<file path="config.mk">
export PLATFORM = sky130hd
export DESIGN_NAME = dtw_sample_framer
export DESIGN_NICKNAME = d
export VERILOG_FILES = /design/src/rtl/dtw_sample_framer.sv
export SDC_FILE = /design/constraint.sdc
export NUM_CORES = 1
export LEC_CHECK = 0
export BUFFER_PORTS_ARGS = -buffer_cell sky130_fd_sc_hd__buf_2
export CAP_MARGIN = 20
export CELL_PAD_IN_SITES_DETAIL_PLACEMENT = 1
export CELL_PAD_IN_SITES_GLOBAL_PLACEMENT = 1
export CORE_MARGIN = 10
export CORE_UTILIZATION = 35
export CTS_BUF_LIST = sky130_fd_sc_hd__clkbuf_8
export CTS_CLUSTER_DIAMETER = 80
export DETAILED_ROUTE_END_ITERATION = 16
export GPL_TIMING_DRIVEN = 0
export PLACE_DENSITY_LB_ADDON = 0.1
export SYNTH_ARGS = -nofsm -noshare
export SYNTH_HDL_FRONTEND = slang
export SYNTH_SLANG_ARGS = --single-unit
</file>
<file path="constraint.sdc">
create_clock -name clk_i -period 3.7 [get_ports clk_i]
set_input_delay 0.74 -clock clk_i [delete_from_list [all_inputs] [get_ports clk_i]]
set_output_delay 0.74 -clock clk_i [all_outputs]
set_load 0.02 [all_outputs]
</file>
<file path="src/rtl/dtw_sample_framer.sv">
// Sample framer for the DTW front end: optional block-average decimation,
// ping-pong frame capture, and contiguous one-word-per-clock frame bursts.
module dtw_sample_framer #(
  parameter int FRAME_LEN = 20,
  parameter int DECIM     = 1
) (
  input  logic        clk_i,
  input  logic        rst_i,
  input  logic        smp_valid_i,
  input  logic [9:0]  smp_x_i,
  input  logic [9:0]  smp_y_i,
  input  logic [9:0]  smp_z_i,
  input  logic        dtw_ready_i,
  output logic        valid_o,
  output logic [31:0] Sin_o,
  output logic        overflow_o,
  output logic [15:0] frame_cnt_o
);

  localparam int SH = $clog2(DECIM);
  localparam int AW = 10 + SH;
  localparam int PW = (SH > 0) ? SH : 1;
  localparam int IW = $clog2(FRAME_LEN);
  localparam logic [PW-1:0] PH_LAST  = PW'(DECIM - 1);
  localparam logic [IW-1:0] IDX_LAST = IW'(FRAME_LEN - 1);
  localparam logic [IW-1:0] IDX_ZERO = IW'(0);

  typedef enum logic [1:0] {
    IDLE  = 2'd0,
    BURST = 2'd1,
    GAP   = 2'd2
  } state_t;

  logic [AW-1:0] acc_x_r, acc_y_r, acc_z_r;
  logic [AW-1:0] sum_x_s, sum_y_s, sum_z_s;
  logic [PW-1:0] phase_r;
  logic          dec_valid_r;
  logic [29:0]   dec_data_r;

  logic [29:0]   mem_r [2][FRAME_LEN];
  logic [1:0]    full_r, full_nxt_s;
  logic          cap_r, cap_s, sel_s;
  logic          wr_en_s, wr_last_s, burst_end_s;
  logic [IW-1:0] wr_idx_r, rd_idx_r;
  logic          bank_r;
  state_t        state_r;

  // Accumulator sums, capture bank choice and full-flag next state
  always_comb begin
    sum_x_s = acc_x_r + AW'(smp_x_i);
    sum_y_s = acc_y_r + AW'(smp_y_i);
    sum_z_s = acc_z_r + AW'(smp_z_i);
    // A blocked pointer sits on a full bank; follow whichever bank frees up
    cap_s       = full_r[cap_r] ? ~cap_r : cap_r;
    wr_en_s     = dec_valid_r & ~full_r[cap_s];
    wr_last_s   = (wr_idx_r == IDX_LAST);
    burst_end_s = (state_r == BURST) && (rd_idx_r == IDX_LAST);
    if (full_r == 2'b11) begin
      sel_s = ~cap_r;
    end else begin
      sel_s = full_r[1] & ~full_r[0];
    end
    full_nxt_s = full_r;
    if (wr_en_s && wr_last_s) begin
      full_nxt_s[cap_s] = 1'b1;
    end else begin
      full_nxt_s[cap_s] = full_r[cap_s];
    end
    if (burst_end_s) begin
      full_nxt_s[bank_r] = 1'b0;
    end else begin
      full_nxt_s[bank_r] = full_nxt_s[bank_r];
    end
  end

  // Block-average decimator
  always_ff @(posedge clk_i or negedge rst_i) begin
    if (!rst_i) begin
      acc_x_r     <= '0;
      acc_y_r     <= '0;
      acc_z_r     <= '0;
      phase_r     <= '0;
      dec_valid_r <= 1'b0;
      dec_data_r  <= 30'd0;
    end else if (smp_valid_i) begin
      if (phase_r == PH_LAST) begin
        acc_x_r     <= '0;
        acc_y_r     <= '0;
        acc_z_r     <= '0;
        phase_r     <= '0;
        dec_valid_r <= 1'b1;
        dec_data_r  <= {10'(sum_x_s >> SH), 10'(sum_y_s >> SH), 10'(sum_z_s >> SH)};
      end else begin
        acc_x_r     <= sum_x_s;
        acc_y_r     <= sum_y_s;
        acc_z_r     <= sum_z_s;
        phase_r     <= phase_r + PW'(1);
        dec_valid_r <= 1'b0;
      end
    end else begin
      dec_valid_r <= 1'b0;
    end
  end

  // Frame storage
  always_ff @(posedge clk_i) begin
    if (wr_en_s) begin
      mem_r[cap_s][wr_idx_r] <= dec_data_r;
    end
  end

  // Capture pointer, overflow flag and burst FSM with registered outputs
  always_ff @(posedge clk_i or negedge rst_i) begin
    if (!rst_i) begin
      cap_r       <= 1'b0;
      wr_idx_r    <= IDX_ZERO;
      full_r      <= 2'b00;
      overflow_o  <= 1'b0;
      state_r     <= IDLE;
      bank_r      <= 1'b0;
      rd_idx_r    <= IDX_ZERO;
      valid_o     <= 1'b0;
      Sin_o       <= 32'd0;
      frame_cnt_o <= 16'd0;
    end else begin
      full_r <= full_nxt_s;
      if (wr_en_s) begin
        if (wr_last_s) begin
          wr_idx_r <= IDX_ZERO;
          cap_r    <= full_r[~cap_s] ? cap_s : ~cap_s;
        end else begin
          wr_idx_r <= wr_idx_r + IW'(1);
          cap_r    <= cap_s;
        end
      end else begin
        wr_idx_r <= wr_idx_r;
        cap_r    <= cap_r;
      end
      if (dec_valid_r && !wr_en_s) begin
        overflow_o <= 1'b1;
      end else begin
        overflow_o <= overflow_o;
      end
      case (state_r)
        IDLE: begin
          rd_idx_r <= IDX_ZERO;
          if (dtw_ready_i && (full_r != 2'b00)) begin
            state_r <= BURST;
            bank_r  <= sel_s;
            valid_o <= 1'b1;
            Sin_o   <= {2'b00, mem_r[sel_s][IDX_ZERO]};
          end else begin
            valid_o <= 1'b0;
            Sin_o   <= 32'd0;
          end
        end
        BURST: begin
          if (rd_idx_r == IDX_LAST) begin
            state_r     <= GAP;
            rd_idx_r    <= IDX_ZERO;
            valid_o     <= 1'b0;
            Sin_o       <= 32'd0;
            frame_cnt_o <= frame_cnt_o + 16'd1;
          end else begin
            rd_idx_r <= rd_idx_r + IW'(1);
            valid_o  <= 1'b1;
            Sin_o    <= {2'b00, mem_r[bank_r][rd_idx_r + IW'(1)]};
          end
        end
        GAP: begin
          state_r <= IDLE;
          valid_o <= 1'b0;
          Sin_o   <= 32'd0;
        end
        default: begin
          state_r <= IDLE;
          valid_o <= 1'b0;
          Sin_o   <= 32'd0;
        end
      endcase
    end
  end

endmodule

</file>
==> reports/results.ini <==
[sta]
fin_setup_tns_ns = -0.0533
rsz0062_at_grt = true
period_minus_slack_ns = 3.75
worst_slew_pin_slew_ns = 1.20
slew_headroom = 0.190
finalMaxSlewViolations = 0
max_clock_freq_ghz = 0.266
hold_violations = 0
whs_ns = 0.238
setup_ws_ns = -0.0533
fin_crit_sh = 1.01
skew_ns = 0.0493
report.final.setup_viol = 1

[power_and_ir_drop]
leakagePower_nw = 19.6
vdd_drop_max_v = 0.000377
p_per_area_nw_per_um2 = 755
p_total_mw = 45.5

[synth]
synth_top_family_by_area = multiplexers
synthSimpleGateAreaFrac = 0.0290
yosysWarnings = 0
syn-instance-count = 2765
synth_top_area_frac = 0.707
synth-compound-area-share = 0.0620
syn_area_um2 = 51000
ys_seq_area_frac = 0.754
synth_area_leaders = edfxtp_1 (71%), mux2i_1 (7.1%), mux4_2 (5.3%), dfrtp_1 (4.7%), a22oi_1 (1.8%)
synth.distinct_cells = 59
synth_mux_area_frac = 0.131
avgSynthCellArea_um2 = 18.4
async_flop_share = 0.0734
synth_top_cell_by_area = edfxtp_1
synthAdderAreaFrac = 0.00147
synthXorXnorAreaFrac = 0.00309
synth_flop_cell = edfxtp_1
ys_ff_latch = 1295
synth_edf_count = 1200

[placement]
dp_hpwl_mm = 116
place_congestion = 0.791
port_buffers = 81

[final_layout]
drive_above_1_share = 0.244
final_nets = 3210
area_growth_pct = 18.2
layout_common_cells = edfxtp_1 (1200), mux2i_1 (360), clkbuf_8 (244)
layout_commonest_cell = edfxtp_1

[setup_path]
ff2ff_setup_slack_ns = -0.05
r2r_end = Sin_o[17]
r2r_cells = 8
end_kind = flop
critPathKind = reg2reg
timing.rr.start = rd_idx_r[0]
critPathArrivalTime_ns = 4.46
crit_required_ns = 4.41
cp-start-kind = flop
path_max_fanout = 10

[global_route]
grt_pass1_vias = 30258
use_met1 = 0.274
grt_max_degree = 75
gr-total-overflow = 0
met2_usage = 0.351
antenna_found_initial = 4
grtUsageMet3 = 0.0352
grt_most_used_layer = met2
grt_pass1_wl_mm = 238
grt_util_all_layers = 0.209

[floorplan]
io_pins = 84
start_util = 0.354
die_x_um = 402
die_area_um2 = 161000
die-height_um = 402
core_um2 = 144000
rows = 139

[flow_run]
maxCapViolCount = 0

[cts]
cts.clk_slew.worst_paths_ns = 0.06
clk_latency_ns = 0.96
clock_sinks = 1295
cts_made_buffers = 220
htreeDepth = 4
tritoncts = yes
clockBufferDepth = 3
root_buffer = clkbuf_8

[routing]
viasPerCell = 5.38
wl_mm = 172
drt_iter0_markers = 2399
post_drt_wl_per_cell_um = 32.6
route.detailed.drc = 0
num_vias = 28327
dr.pass1.iters = 7
ant_nets = 0

[min_path]
hold_path.class = in2async

[status]
status = complete, but fails checks
violations = setup timing

-- sequential cells by signal, summed over array words and instances (netlist names) --
register and flops:
mem_r 1200, valid_o 1, rd_idx_r 5, cap_r 1
dec_valid_r 1, full_r 2, bank_r 1, frame_cnt_o 16
dec_data_r 30, state_r 2, overflow_o 1, Sin_o 30
wr_idx_r 5
-- repair_timing --
| action | CTS | global route |
|---|---|---|
| hold buffers | 32 | 0 |
| hold endpoints to repair | 98 | 0 |
| gates resized for setup | 16 | 5 |
| setup endpoints to repair | 17 | 5 |
| buffers inserted | 0 | 0 |
-- final cells by class --
cell class | count | area [um2]
Sequential cell | 1295 | 38400
Timing Repair Buffer | 182 | 2270
Clock buffer | 244 | 3360
Tap cell | 1903 | 2380
Buffer | 167 | 1020
Antenna cell | 7 | 17.5
Fill cell | 13834 | 83900
Inverter | 9 | 33.8
Multi-Input combinational cell | 1295 | 11900
Clock inverter | 166 | 882
-- worst max path at each step --
stage / slack, ns / endpoint / depth (start not counted) / from
floorplan: 0.82 / mem_r[0][270] / 4 / wr_idx_r[3]
global placement: -1.97 / mem_r[0][219] / 5 / full_r[0]
detailed placement: -0.20 / Sin_o[15] / 8 / rd_idx_r[0]
CTS: 0.01 / Sin_o[15] / 8 / rd_idx_r[0]
global route: 0.02 / Sin_o[17] / 9 / rd_idx_r[0]
finish: -0.05 / Sin_o[17] / 8 / rd_idx_r[0]
-- cells in the mapped netlist, types with 2 or more instances --
cell and count:
edfxtp_1 1200, mux2i_1 360, nand2_1 183, nor2_1 141, a22oi_1 120, mux4_2 120, a21oi_1 95, dfrtp_1 95
clkbuf_1 62, buf_2 45, a31oi_1 33, a22o_1 31, o22ai_1 31, a221oi_2 30, mux2_2 30, o41ai_2 30
buf_4 28, buf_6 15, nand3_1 10, o21ai_0 10, xnor2_1 10, buf_1 8, inv_1 8, xor2_1 8
nor2b_1 7, ha_1 6, buf_12 5, nand4_1 5, clkbuf_4 3, nor3_1 3, o211a_1 3, a21boi_0 2
nand2b_1 2
-- worst max-delay path, cell delays in order (launching register included) --
cell and delay (ns):
dfrtp_1 0.47, ha_1 0.19, buf_2 0.18, inv_1 0.16, o211a_1 0.16, a21oi_1 0.69, clkbuf_2 0.53, o22ai_1 0.20
o41ai_2 0.96
-- metal layers --
layer  wire length, um  vias up
met3              8820      269
met4              5050        0
met1             73700    15225
met5                 0        -
li1                  -    11932
met2             84100      901
-- cells by family after synthesis --
logic type / after synthesis
compound gates: 394
xor+xnor: 18
fa+ha+maj: 6
buf+inv: 176
flops: 1295
mux: 511
other cells: 1
simple gates: 364
-- metrics by stage --
| stage | cells | cell area, um2 | setup slack (ns) | util |
|---|---|---|---|---|
| floorplan | 2766 | 51000 | 0.821 | - |
| global placement | 4750 | 53800 | -1.97 | 0.373 |
| detailed placement | 4818 | 55600 | -0.202 | 0.386 |
| CTS | 5260 | 60200 | 0.00975 | 0.418 |
| global route | 5263 | 60300 | 0.0185 | 0.418 |
| finish | 5268 | 60300 | -0.0533 | 0.418 |
-- power breakdown --
part	internal [mW]	leakage [nW]	switching (mW)	total [mW]
combinational	5.02	5.08	10.6	15.7
clock	6.42	2.54	6.00	12.4
sequential	17.0	12.0	0.481	17.4
total	28.4	19.6	17.1	45.5
No activity file was read; power rests on OpenSTA's default activity.
